File: src/rtl/gb_pkg.sv
// Shared constants and types for the cartridge-side bus stage.
// CPU address windows, the MBC1 RAM enable magic and FSM state encoding.
package gb_pkg;

    localparam logic [15:0] ROM0_HI  = 16'h3FFF;
    localparam logic [15:0] ROMX_HI  = 16'h7FFF;
    localparam logic [15:0] ERAM_LO  = 16'hA000;
    localparam logic [15:0] ERAM_HI  = 16'hBFFF;
    localparam logic [15:0] BOOT_END = 16'h00FF;

    localparam logic [3:0] RAM_EN_MAGIC = 4'hA;

    typedef enum logic [0:0] {
        ST_IDLE = 1'b0,
        ST_REQ  = 1'b1
    } mbc_state_t;

endpackage

File: src/rtl/mbc1_regs.sv
// MBC1 bank/mode/enable registers and CPU-to-physical address translation.
// External RAM banking is only built when MBC1_RAM_EN is defined.
module mbc1_regs
    import gb_pkg::*;
#(
    parameter int ROM_BANK_BITS = 7,
    parameter int RAM_BANK_BITS = 2,
    parameter int MEM_ADDR_W    = 22
) (
    input  logic                  clk,
    input  logic                  rst_n,
    input  logic                  wr_i,
    input  logic [14:0]           addr_i,
    input  logic [4:0]            data_i,
    output logic                  ram_en_o,
`ifdef MBC1_RAM_EN
    output logic [MEM_ADDR_W-1:0] ram_addr_o,
`endif
    output logic [MEM_ADDR_W-1:0] rom_addr_o
);

    localparam logic [6:0] ROM_MASK = 7'((1 << ROM_BANK_BITS) - 1);

    logic [4:0] bank_lo_q, bank_lo_d;
    logic [1:0] bank_hi_q, bank_hi_d;
    logic       mode_q, mode_d;
    logic [6:0] rom_bank;

    always_comb begin
        bank_lo_d = bank_lo_q;
        bank_hi_d = bank_hi_q;
        mode_d    = mode_q;
        if (wr_i) begin
            unique case (addr_i[14:13])
                2'd0: ;
                // bank 0 is not selectable in the switchable window
                2'd1: bank_lo_d = (data_i == 5'd0) ? 5'd1 : data_i;
                2'd2: bank_hi_d = data_i[1:0];
                2'd3: mode_d    = data_i[0];
            endcase
        end
    end

    always_ff @(posedge clk or negedge rst_n) begin
        if (!rst_n) begin
            bank_lo_q <= 5'd1;
            bank_hi_q <= 2'd0;
            mode_q    <= 1'b0;
        end else begin
            bank_lo_q <= bank_lo_d;
            bank_hi_q <= bank_hi_d;
            mode_q    <= mode_d;
        end
    end

    always_comb begin
        if (addr_i > ROM0_HI[14:0])
            rom_bank = {bank_hi_q, bank_lo_q};
        else
            rom_bank = mode_q ? {bank_hi_q, 5'b0} : 7'd0;
    end

    assign rom_addr_o = MEM_ADDR_W'({rom_bank & ROM_MASK, addr_i[13:0]});

`ifdef MBC1_RAM_EN
    localparam int         LOW_W    = MEM_ADDR_W - 1;
    localparam logic [1:0] RAM_MASK = 2'((1 << RAM_BANK_BITS) - 1);

    logic       ram_en_q;
    logic [1:0] rbank;

    always_ff @(posedge clk or negedge rst_n) begin
        if (!rst_n)
            ram_en_q <= 1'b0;
        else if (wr_i && addr_i[14:13] == 2'd0)
            ram_en_q <= (data_i[3:0] == RAM_EN_MAGIC);
    end

    assign ram_en_o   = ram_en_q;
    assign rbank      = (mode_q ? bank_hi_q : 2'd0) & RAM_MASK;
    assign ram_addr_o = {1'b1, LOW_W'({rbank, addr_i[12:0]})};
`else
    assign ram_en_o = 1'b0;
`endif

endmodule

File: src/rtl/cart_mbc1.sv
// MBC1 cartridge stage: claims ROM/RAM windows and fetches over req/ack.
// Define MBC1_RAM_EN to build the external RAM window.
module cart_mbc1
    import gb_pkg::*;
#(
    parameter int ROM_BANK_BITS = 7,
    parameter int RAM_BANK_BITS = 2,
    parameter int MEM_ADDR_W    = 22
) (
    input  logic                  clockgb,
    input  logic                  resetn,
    input  logic [15:0]           address,
    input  logic [7:0]            indata,
    output logic [7:0]            outdata,
    input  logic                  load,
    input  logic                  store,
    input  logic                  boot_active,
    output logic                  ready,
    output logic [MEM_ADDR_W-1:0] mem_addr,
    output logic                  mem_req,
    output logic                  mem_we,
    output logic [7:0]            mem_wdata,
    input  logic                  mem_ack,
    input  logic [7:0]            mem_rdata
);

    mbc_state_t            state_q, state_d;
    logic                  ready_q, ready_d;
    logic                  req_q, req_d;
    logic                  we_q, we_d;
    logic [MEM_ADDR_W-1:0] addr_q, addr_d;
    logic [7:0]            wdata_q, wdata_d;
    logic [7:0]            out_q, out_d;

    logic                  rom_claim, eram_win, ram_en, ram_hit, reg_wr;
    logic [MEM_ADDR_W-1:0] rom_addr, tgt_addr;

    assign rom_claim = (address <= ROMX_HI) &&
                       !(boot_active && address <= BOOT_END);
    assign eram_win  = (address >= ERAM_LO) && (address <= ERAM_HI);
    assign ram_hit   = eram_win && ram_en;

`ifdef MBC1_RAM_EN
    logic [MEM_ADDR_W-1:0] ram_addr;
    assign tgt_addr = eram_win ? ram_addr : rom_addr;
`else
    assign tgt_addr = rom_addr;
`endif

    mbc1_regs #(
        .ROM_BANK_BITS (ROM_BANK_BITS),
        .RAM_BANK_BITS (RAM_BANK_BITS),
        .MEM_ADDR_W    (MEM_ADDR_W)
    ) u_regs (
        .clk        (clockgb),
        .rst_n      (resetn),
        .wr_i       (reg_wr),
        .addr_i     (address[14:0]),
        .data_i     (indata[4:0]),
        .ram_en_o   (ram_en),
`ifdef MBC1_RAM_EN
        .ram_addr_o (ram_addr),
`endif
        .rom_addr_o (rom_addr)
    );

    always_comb begin
        state_d = state_q;
        ready_d = ready_q;
        req_d   = req_q;
        we_d    = we_q;
        addr_d  = addr_q;
        wdata_d = wdata_q;
        out_d   = out_q;
        reg_wr  = 1'b0;
        unique case (state_q)
            ST_IDLE: begin
                // store has priority over a simultaneous load
                if (store) begin
                    if (rom_claim) begin
                        reg_wr = 1'b1;
                    end else if (ram_hit) begin
                        state_d = ST_REQ;
                        ready_d = 1'b0;
                        req_d   = 1'b1;
                        we_d    = 1'b1;
                        addr_d  = tgt_addr;
                        wdata_d = indata;
                    end
                end else if (load) begin
                    if (rom_claim || ram_hit) begin
                        state_d = ST_REQ;
                        ready_d = 1'b0;
                        req_d   = 1'b1;
                        we_d    = 1'b0;
                        addr_d  = tgt_addr;
                    end else if (eram_win) begin
                        out_d = 8'hFF;
                    end
                end
            end
            ST_REQ: begin
                if (mem_ack) begin
                    state_d = ST_IDLE;
                    ready_d = 1'b1;
                    req_d   = 1'b0;
                    if (!we_q)
                        out_d = mem_rdata;
                end
            end
            default: state_d = ST_IDLE;
        endcase
    end

    always_ff @(posedge clockgb or negedge resetn) begin
        if (!resetn) begin
            state_q <= ST_IDLE;
            ready_q <= 1'b1;
            req_q   <= 1'b0;
            we_q    <= 1'b0;
            addr_q  <= '0;
            wdata_q <= 8'h00;
            out_q   <= 8'hFF;
        end else begin
            state_q <= state_d;
            ready_q <= ready_d;
            req_q   <= req_d;
            we_q    <= we_d;
            addr_q  <= addr_d;
            wdata_q <= wdata_d;
            out_q   <= out_d;
        end
    end

    assign outdata   = out_q;
    assign ready     = ready_q;
    assign mem_req   = req_q;
    assign mem_we    = we_q;
    assign mem_addr  = addr_q;
    assign mem_wdata = wdata_q;

endmodule

File: config.mk
export PLATFORM = sky130hd
export DESIGN_NAME = cart_mbc1
export DESIGN_NICKNAME = d
export VERILOG_FILES = /design/src/rtl/gb_pkg.sv /design/src/rtl/mbc1_regs.sv /design/src/rtl/cart_mbc1.sv
export SDC_FILE = /design/constraint.sdc
export NUM_CORES = 1
export LEC_CHECK = 0
export ABC_AREA = 1
export CAP_MARGIN = 20
export CORE_MARGIN = 4
export CORE_UTILIZATION = 35
export DETAILED_ROUTE_END_ITERATION = 12
export PLACE_DENSITY = 0.67
export SETUP_SLACK_MARGIN = 0.05
export SLEW_MARGIN = 30
export SYNTH_ARGS = -nofsm -noshare
export SYNTH_HDL_FRONTEND = slang
export SYNTH_SLANG_ARGS = --single-unit
File: constraint.sdc
create_clock -name clockgb -period 2.2 [get_ports clockgb]
set_input_delay 0.44 -clock clockgb [delete_from_list [all_inputs] [get_ports clockgb]]
set_output_delay 0.44 -clock clockgb [all_outputs]
set_load 0.01 [all_outputs]
==> flow_summary.toml, run 1 <==
[status]
status = "finished clean"

[logic_synthesis]
synth_cells = 237
ys_ff_latch = 40
synth_top_cell_area_share_pct = 38.4
seq_area_frac_synth_pct = 51.9
ys_warn_count = 0
synth_area_leaders = "dfrtp_1 (38%), nand2_1 (15%), dfstp_2 (13%), nand4_1 (10%), nor2_1 (6.7%)"
netlist_area_mm2 = 0.00195
synth_area_per_cell_um2 = 8.25
yosysTopAreaCell = "dfrtp_1"
synth.distinct_cells = 22

[grt]
grt_pass1_wl_mm = 7.87
antenna_found_initial = 0
grt_use_total_pct = 15.2
grt_max_degree = 25
overflow = 0
grt_pass1_vias = 1596

[placed_design]
place_inst = 368
dp_hpwl_mm = 3.60
post_dp_cell_area_mm2 = 0.00264
place_ws_ns = 0.221
portBuffers = 65
routabilityCongestion = 0.791

[critical_path]
cp_slowest_cell = "dfstp_2"
path_buf_inv = 1
cp_max_fo = 2
end_kind = "output port"
cp.depth = 1
r2r-end = "mem_addr[9]"
critical_path_class = "flip-flop to output port"
r2r_start = "state_q"
r2r_slack_ns = 0.81
ff2ff_path_depth = 6
crit_chain = "clkdlybuf4s50_1"
slowest_delay_ns = 0.54
cp-start-kind = "flip-flop"
critPathTopFamily = "flip-flops"
cp.arrival_ns = 1.36
worstPathRequired_ns = 1.76

[power]
comb_power_share_pct = 31.3
p_clk_share_pct = 21.4
cellPowerDensity_mw_per_mm2 = 795
p_int_mw = 1.53
p_seq_share_pct = 47.3
vdd_drop_max_v = 0.000256
p_leak_nw = 1.36
total_power_mw = 2.16
p_switching_mw = 0.634
swShare_pct = 29.3

[timing]
drv_slew = 0
period_minus_slack_ns = 1.80
finalSetupTns_ns = 0
final-hold-violation-count = 0
finClkSkew_ns = 0.00622
rsz0062_at_grt = "no"
maxClockFrequency_mhz = 556
finalCritPeriodShare_pct = 81.7
whs_ns = 0.0787
setup_viol = 0
worst_slack_ns = 0.402

[final_layout]
drive_gt1_share_pct = 10.8
diodes = 0
nets = 343
final_util_pct = 51.6
fin_cells = 376
area_growth_pct = 39.1
final_common_cell = "nand2_1"
fin_area_mm2 = 0.00272
layout_common_cells = "nand2_1 (80), clkdlybuf4s50_1 (64), nor2_1 (35)"

[clock_network]
cts_setup_buffers = 0
htreeDepth = 2
cts_resized = 0
cts_inserted_buffers = 5
cts_tree = "yes"
hold_buffers = 0
cts-root-to-sink-buffers = 2
clk-insertion-delay-late_ns = 0.29
cts.clk_slew.worst_paths_ns = 0.08
numClockSinks = 40
clock-root-buffer = "clkbuf_8"

[die]
die_w_um = 82.7
io_pins = 79
coreArea_mm2 = 0.00527
start_util_pct = 37.1
row_count = 26
die_area_mm2 = 0.00684
die_y_um = 82.7

[job]
max-cap-violations = 0

[detailed_routing]
wirelength_mm = 4.91
first_pass_iters = 5
drcViolationCount = 0
avgViaCountPerCell = 4.58
drt_iter0_drc = 95
avgRoutedWirePerCell_um = 13.1
vias = 1722
drtAntennaViolNets = 0

[min_path]
hold_class = "input port to asynchronous set/reset pin"
-- synthesized netlist by cell type (all sizes together) --
master,n
a21o,1
buf,19
conb,1
or2,1
o21ai,1
a21oi,1
dfstp,10
nand3,1
inv,18
clkbuf,2
nand4,33
nor2,37
dfrtp,30
nand2,80
o21a,2
-- area by class of cell --
type | instances | area [um^2]
Sequential cell | 40 | 1010
Clock inverter | 1 | 5.00
Tap cell | 70 | 87.6
Inverter | 18 | 67.6
Clock buffer | 7 | 76.3
Timing Repair Buffer | 73 | 718
Fill cell | 515 | 2550
Multi-Input combinational cell | 167 | 751
-- power groups by stage --
stage	logic (mW)	registers [mW]	clock network, mW
after floorplan	0.237	1.09	0
after global placement	0.671	1.03	0
after detailed placement	0.683	1.04	0
after CTS	0.686	1.02	0.483
after global routing	0.751	1.04	0.516
final	0.676	1.02	0.463
-- flip-flops by register name, summed over array words and instances, names as in the netlist --
name	cells
mem_req	1
outdata	8
mem_addr	21
ready	1
u_regs.mode_q	1
u_regs.bank_hi_q	2
u_regs.bank_lo_q	5
state_q	1
-- logic make-up after synthesis --
kind of cell,share of synthesized area [%]
AO/OA/AOI/OAI,2.05
AND/OR/NAND/NOR,34.4
flip-flops,51.9
other,0.192
buffers and inverters,11.5
-- per-layer routing --
layer	global-route usage (%)	routed length, um	vias up
met1	21.5	2280	782
met2	22.5	2160	60
met3	4.01	390	7
li1	-	-	873
met5	0	0	-
met4	5.39	73	0
-- worst max path at each step --
stage                              end         from
after floorplan           mem_addr[11]  address[14]
after global placement      outdata[7]  address[13]
after detailed placement    outdata[6]  address[13]
after CTS                        ready        ready
after global routing        outdata[7]  address[13]
final                            ready        ready
Note: power is estimated with default switching activity, not from simulation.
==> run 2, diff against run 1 <==
--- a/config.mk
+++ b/config.mk
@@ -10,7 +10,7 @@
 export CORE_MARGIN = 4
 export CORE_UTILIZATION = 35
 export DETAILED_ROUTE_END_ITERATION = 12
-export PLACE_DENSITY = 0.67
+export PLACE_DENSITY = 0.7
 export SETUP_SLACK_MARGIN = 0.05
 export SLEW_MARGIN = 30
 export SYNTH_ARGS = -nofsm -noshare
==> constraint.sdc (replaced) <==
create_clock -name clockgb -period 1.5 [get_ports clockgb]
set_input_delay 0.3 -clock clockgb [delete_from_list [all_inputs] [get_ports clockgb]]
set_output_delay 0.3 -clock clockgb [all_outputs]
set_load 0.01 [all_outputs]
==> run 2 against run 1 <==
Against the previous run: global-route usage increased by 0.71 points; sequential cell count did not move; final cell count is 4.0% higher; clock power grew 58%; non-clock buffer count grew 15; total power grew 45%; core utilization up 2.0 points; setup slack worse by 0.29 ns; register-to-register slack got worse by 0.62 ns; die area stayed put; design area up 3.9%; critical endpoint is now outdata[0].
==> flow_summary.toml, run 2 (synthesis gave the netlist of run 1 again) <==
[final_layout]
diodes = 0
final_common_cell = "nand2_1"
area_growth_pct = 44.5
drive_gt1_share_pct = 15.6
nets = 358
layout_common_cells = "nand2_1 (79), nor2_1 (35), nand4_1 (32), clkdlybuf4s50_1 (32), dlygate4sd2_1 (31)"
nFillCells = 535
largest_reg_flops = 21
final_util_pct = 53.6

[power]
p_seq_share_pct = 47.9
p_switching_mw = 0.948
total_power_mw = 3.12
comb_power_share_pct = 28.7
p_leak_nw = 1.53
cellPowerDensity_mw_per_mm2 = 1110
vdd_drop_max_v = 0.000434
swShare_pct = 30.3
p_int_mw = 2.18
p_clk_share_pct = 23.4

[critical_path]
end_kind = "output port"
critPathTopFamily = "flip-flops"
slowest_delay_ns = 0.54
r2r-end = "mem_addr[20]"
path_buf_inv = 1
crit_chain = "dlygate4sd2_1"
cp.arrival_ns = 1.09
worstPathRequired_ns = 1.20
cp-start-kind = "flip-flop"
r2r_start = "state_q"
ff2ff_path_depth = 6
r2r_slack_ns = 0.19
critical_path_class = "flip-flop to output port"
cp_slowest_cell = "dfstp_2"
cp_max_fo = 2

[grt]
grt_use_met2_pct = 26.5
antenna_found_initial = 0
grt_max_degree = 41
use_met3_pct = 3.58
top_usage_layer = "met2"
grt_pass1_vias = 1813
overflow = 0
met1_usage_pct = 20.2
grt_pass1_wl_mm = 8.30
grt_use_total_pct = 15.9

[clock_network]
htreeDepth = 2
cts_inserted_buffers = 5
cts.clk_slew.worst_paths_ns = 0.08
cts_tree = "yes"
clk-insertion-delay-late_ns = 0.29
numClockSinks = 40
clock-root-buffer = "clkbuf_8"
cts_setup_buffers = 0
cts-root-to-sink-buffers = 2

[detailed_routing]
drtAntennaViolNets = 0
avgRoutedWirePerCell_um = 12.8
drt_iter0_drc = 72
drcViolationCount = 0
wirelength_mm = 5.01
avgViaCountPerCell = 4.61
first_pass_iters = 4
vias = 1801

[timing]
finClkSkew_ns = 0.00610
maxClockFrequency_mhz = 718
setup_viol = 0
final-hold-violation-count = 0
rsz0062_at_grt = "no"
drv_slew = 0
finalSetupTns_ns = 0
finalCritPeriodShare_pct = 92.8
whs_ns = 0.462
period_minus_slack_ns = 1.39

[status]
status = "finished clean"

[placed_design]
dp_hpwl_mm = 3.70
portBuffers = 65
routabilityCongestion = 0.829

[die]
die_y_um = 82.7
coreArea_mm2 = 0.00527
start_util_pct = 37.1
die_w_um = 82.7
row_count = 26
io_pins = 79
die_area_mm2 = 0.00684

[min_path]
hold_class = "flip-flop to flip-flop"
whs_path_depth = 2
min_from = "ready"
hold_end = "ready"

[job]
max-cap-violations = 0
## run 2: cell count changes in the layout (fill, tap and decap cells not counted), moves of 2 or more
cell	delta
buf_4	+13
clkdlybuf4s50_1	-32
clkbuf_1	-2
dlygate4sd2_1	+31
## run 2: power groups by stage
stage	clock, mW	sequential [mW]	combinational (mW)
floorplan	0	1.60	0.348
global placement	0	1.51	1.02
detailed placement	0	1.52	1.04
CTS	0.753	1.50	0.911
global route	0.808	1.53	1.01
finish	0.731	1.50	0.897
## run 2: layout make-up
| type | instances | area (um^2) | share of cell area [%] |
|---|---|---|---|
| clock buffers | 6 | 82.6 | 2.92 |
| multi-input cells | 167 | 753 | 26.7 |
| well taps | 70 | 87.6 | 3.10 |
| clock inverters | 2 | 10.0 | 0.354 |
| repair buffers | 88 | 810 | 28.7 |
| flip-flops and latches | 40 | 1010 | 35.9 |
| inverters | 18 | 67.6 | 2.39 |
## run 2: how the worst max path moves through the flow
stage                      startpoint                   to  depth (start not counted)
after floorplan               state_q  u_regs.bank_hi_q[0]                          5
after global placement    address[14]         mem_addr[20]                          9
after detailed placement  address[14]          mem_addr[4]                          9
after CTS                  outdata[6]           outdata[6]                          1
after global routing      address[13]          mem_addr[2]                          9
final                      outdata[0]           outdata[0]                          1
## run 2: through the flow
step                worst slack, ns  instance area [um^2]  cells
floorplan                     0.320                  1990    246
global placement             -0.173                  2760    382
detailed placement           -0.202                  2760    382
CTS                          0.0973                  2820    391
global route                 0.0575                  2820    391
finish                        0.108                  2820    391
## run 2: routing by layer
metal	part of all wire, %	wire, um	vias up
li1	-	-	907
met1	45	2240	827
met2	46	2300	61
met3	7.7	386	6
met4	1.6	80	0
met5	0	0	-
## run 2: worst reg2reg max path: cells and delay by family (launching register included)
| family | cells | cell delay, ns |
|---|---|---|
| DFF | 1 | 0.43 |
| buffers and inverters | 3 | 0.51 |
| and+or+nand+nor | 3 | 0.26 |
## run 2: what timing repair did
action,4_1_cts,5_1_grt
hold buffers,1,0
pin swaps,0,0
resized for setup,31,2
hold endpoints to repair,30,0
setup endpoints to repair,31,30
==> run 3, diff against run 2 <==
--- a/config.mk
+++ b/config.mk
@@ -7,7 +7,7 @@
 export LEC_CHECK = 0
 export ABC_AREA = 1
 export CAP_MARGIN = 20
-export CORE_MARGIN = 4
+export CORE_MARGIN = 2
 export CORE_UTILIZATION = 35
 export DETAILED_ROUTE_END_ITERATION = 12
 export PLACE_DENSITY = 0.7
==> run 3 against run 2 <==
Against the previous run: clock power shrank 6.6%; core utilization decreased by 0.40 points; critical path depth stayed put; sequential cell count is the same; critical endpoint is now ready; sequential power hardly changed; design area up 2.4%; global-route usage up 0.62 points; highest routed layer unchanged; setup slack improved by 0.0065 ns; clock skew grew 0.0084 ns; register-to-register slack improved by 0.04 ns.
==> flow_summary.toml, run 3 (synthesis gave the netlist of run 1 again) <==
[final_layout]
final_util_pct = 53.2
nFillCells = 508
multiInputGateArea_um2 = 783
nets = 363
layout_common_cells = "nand2_1 (79), nor2_1 (33), nand4_1 (32)"
area_growth_pct = 48.0
diodes = 0
seqCellArea_mm2 = 0.00101
fin_cells = 398
largest_reg_flops = 21
fin_area_mm2 = 0.00289
final_common_cell = "nand2_1"
drive_gt1_share_pct = 17.2

[detailed_routing]
wirelength_mm = 5.02
vias = 1796
drt_iter0_drc = 117
drtAntennaViolNets = 0
drcViolationCount = 0
avgRoutedWirePerCell_um = 12.6
avgViaCountPerCell = 4.51
first_pass_iters = 4

[die]
row_count = 27
coreArea_mm2 = 0.00544
die_area_mm2 = 0.00620
start_util_pct = 35.9
die_w_um = 78.7
io_pins = 79
die_y_um = 78.7

[clock_network]
cts_inserted_buffers = 5
clk-insertion-delay-late_ns = 0.30
cts-root-to-sink-buffers = 2
cts_tree = "yes"
htreeDepth = 2
hold_buffers = 0
clock-root-buffer = "clkbuf_8"
cts.clk_slew.worst_paths_ns = 0.07
numClockSinks = 40

[timing]
finalCritPeriodShare_pct = 92.4
finClkSkew_ns = 0.0145
rsz0062_at_grt = "no"
maxClockFrequency_mhz = 722
tightest_slew_ns = 0.501
whs_ns = 0.0586
drv_slew = 0
relSlewSlack_pct = 66.6
final-hold-violation-count = 0
setup_viol = 0
period_minus_slack_ns = 1.39

[critical_path]
cp_slowest_cell = "dfstp_2"
cp-start-kind = "flip-flop"
end_kind = "output port"
critical_path_class = "flip-flop to output port"
cp.arrival_ns = 1.09
critPathTopFamily = "flip-flops"
crit_chain = "dlygate4sd2_1"
r2r_slack_ns = 0.23
r2r_start = "state_q"
cp.depth = 1
cp_max_fo = 2
slowest_delay_ns = 0.53
worstPathRequired_ns = 1.20
r2r-end = "mem_addr[0]"
path_buf_inv = 1
ff2ff_path_depth = 6

[placed_design]
place_inst = 386
routabilityCongestion = 0.819
portBuffers = 65
dp_hpwl_mm = 3.50
post_dp_cell_area_mm2 = 0.00276

[grt]
antenna_found_initial = 0
grt_pass1_vias = 1739
grt_max_degree = 41
grt_pass1_wl_mm = 8.07
grt_use_total_pct = 16.6
overflow = 0

[power]
p_leak_nw = 1.60
total_power_mw = 3.08
p_int_mw = 2.14
p_clk_share_pct = 22.2
p_seq_share_pct = 48.4
vdd_drop_max_v = 0.000403
p_switching_mw = 0.941
cellPowerDensity_mw_per_mm2 = 1070
comb_power_share_pct = 29.4
swShare_pct = 30.5

[job]
max-cap-violations = 0

[min_path]
hold_class = "input port to asynchronous set/reset pin"

[status]
status = "finished clean"
-- run 3: cell count changes in the layout (fill, tap and decap cells not counted), sizes merged --
cell           delta
clkinv            -1
clkbuf            +1
buf               +5
dlymetal6s2s      +7
nor2              +1
clkdlybuf4s50     -7
dlygate4sd3       -1
-- run 3: power groups by stage --
stage / Clock, mW / Combinational, mW / Sequential, mW
after floorplan: 0 / 0.348 / 1.60
after global placement: 0 / 1.02 / 1.51
after detailed placement: 0 / 1.03 / 1.52
after CTS: 0.700 / 0.917 / 1.49
after global routing: 0.752 / 1.01 / 1.53
final: 0.683 / 0.908 / 1.49
-- run 3: routing by layer --
layer | wire length (um) | global-route usage (%) | up-vias
li1 | - | - | 922
met3 | 351 | 4.66 | 5
met1 | 2310 | 22.2 | 810
met4 | 33 | 4.91 | 0
met2 | 2320 | 26.2 | 59
met5 | 0 | 0 | -
-- run 3: how the worst max path moves through the flow --
| stage | to | slack [ns] | startpoint |
|---|---|---|---|
| 6_report | ready | 0.11 | ready |
| 5_1_grt | outdata[6] | 0.07 | outdata[6] |
| 4_1_cts | mem_addr[3] | 0.05 | address[15] |
| 3_5_place_dp | u_regs.bank_lo_q[4] | -0.67 | address[13] |
| 3_3_place_gp | mem_addr[14] | -0.62 | address[13] |
| 2_1_floorplan | u_regs.bank_hi_q[0] | 0.32 | state_q |
-- run 3: through the flow --
step,TNS [ns],worst slack (ns)
after global placement,-18.82,-0.619
final,0,0.114
after CTS,0,0.0526
after global routing,0,0.0671
after detailed placement,-20.26,-0.671
after floorplan,0,0.320
-- run 3: area by class of cell --
| class | count | share of cell area, % |
|---|---|---|
| flip-flops and latches | 40 | 35.0 |
| repair buffers | 92 | 29.6 |
| multi-input cells | 168 | 27.1 |
| well taps | 72 | 3.11 |
| clock buffers | 7 | 2.64 |
| inverters | 18 | 2.34 |
| clock inverters | 1 | 0.173 |
-- run 3: timing repair --
action	4_1_cts	5_1_grt
pin swaps	3	5
resized for setup	38	13
endpoints found under the setup margin	60	35
buffers inserted	2	0
hold endpoints to repair	0	0
gates cloned	2	0
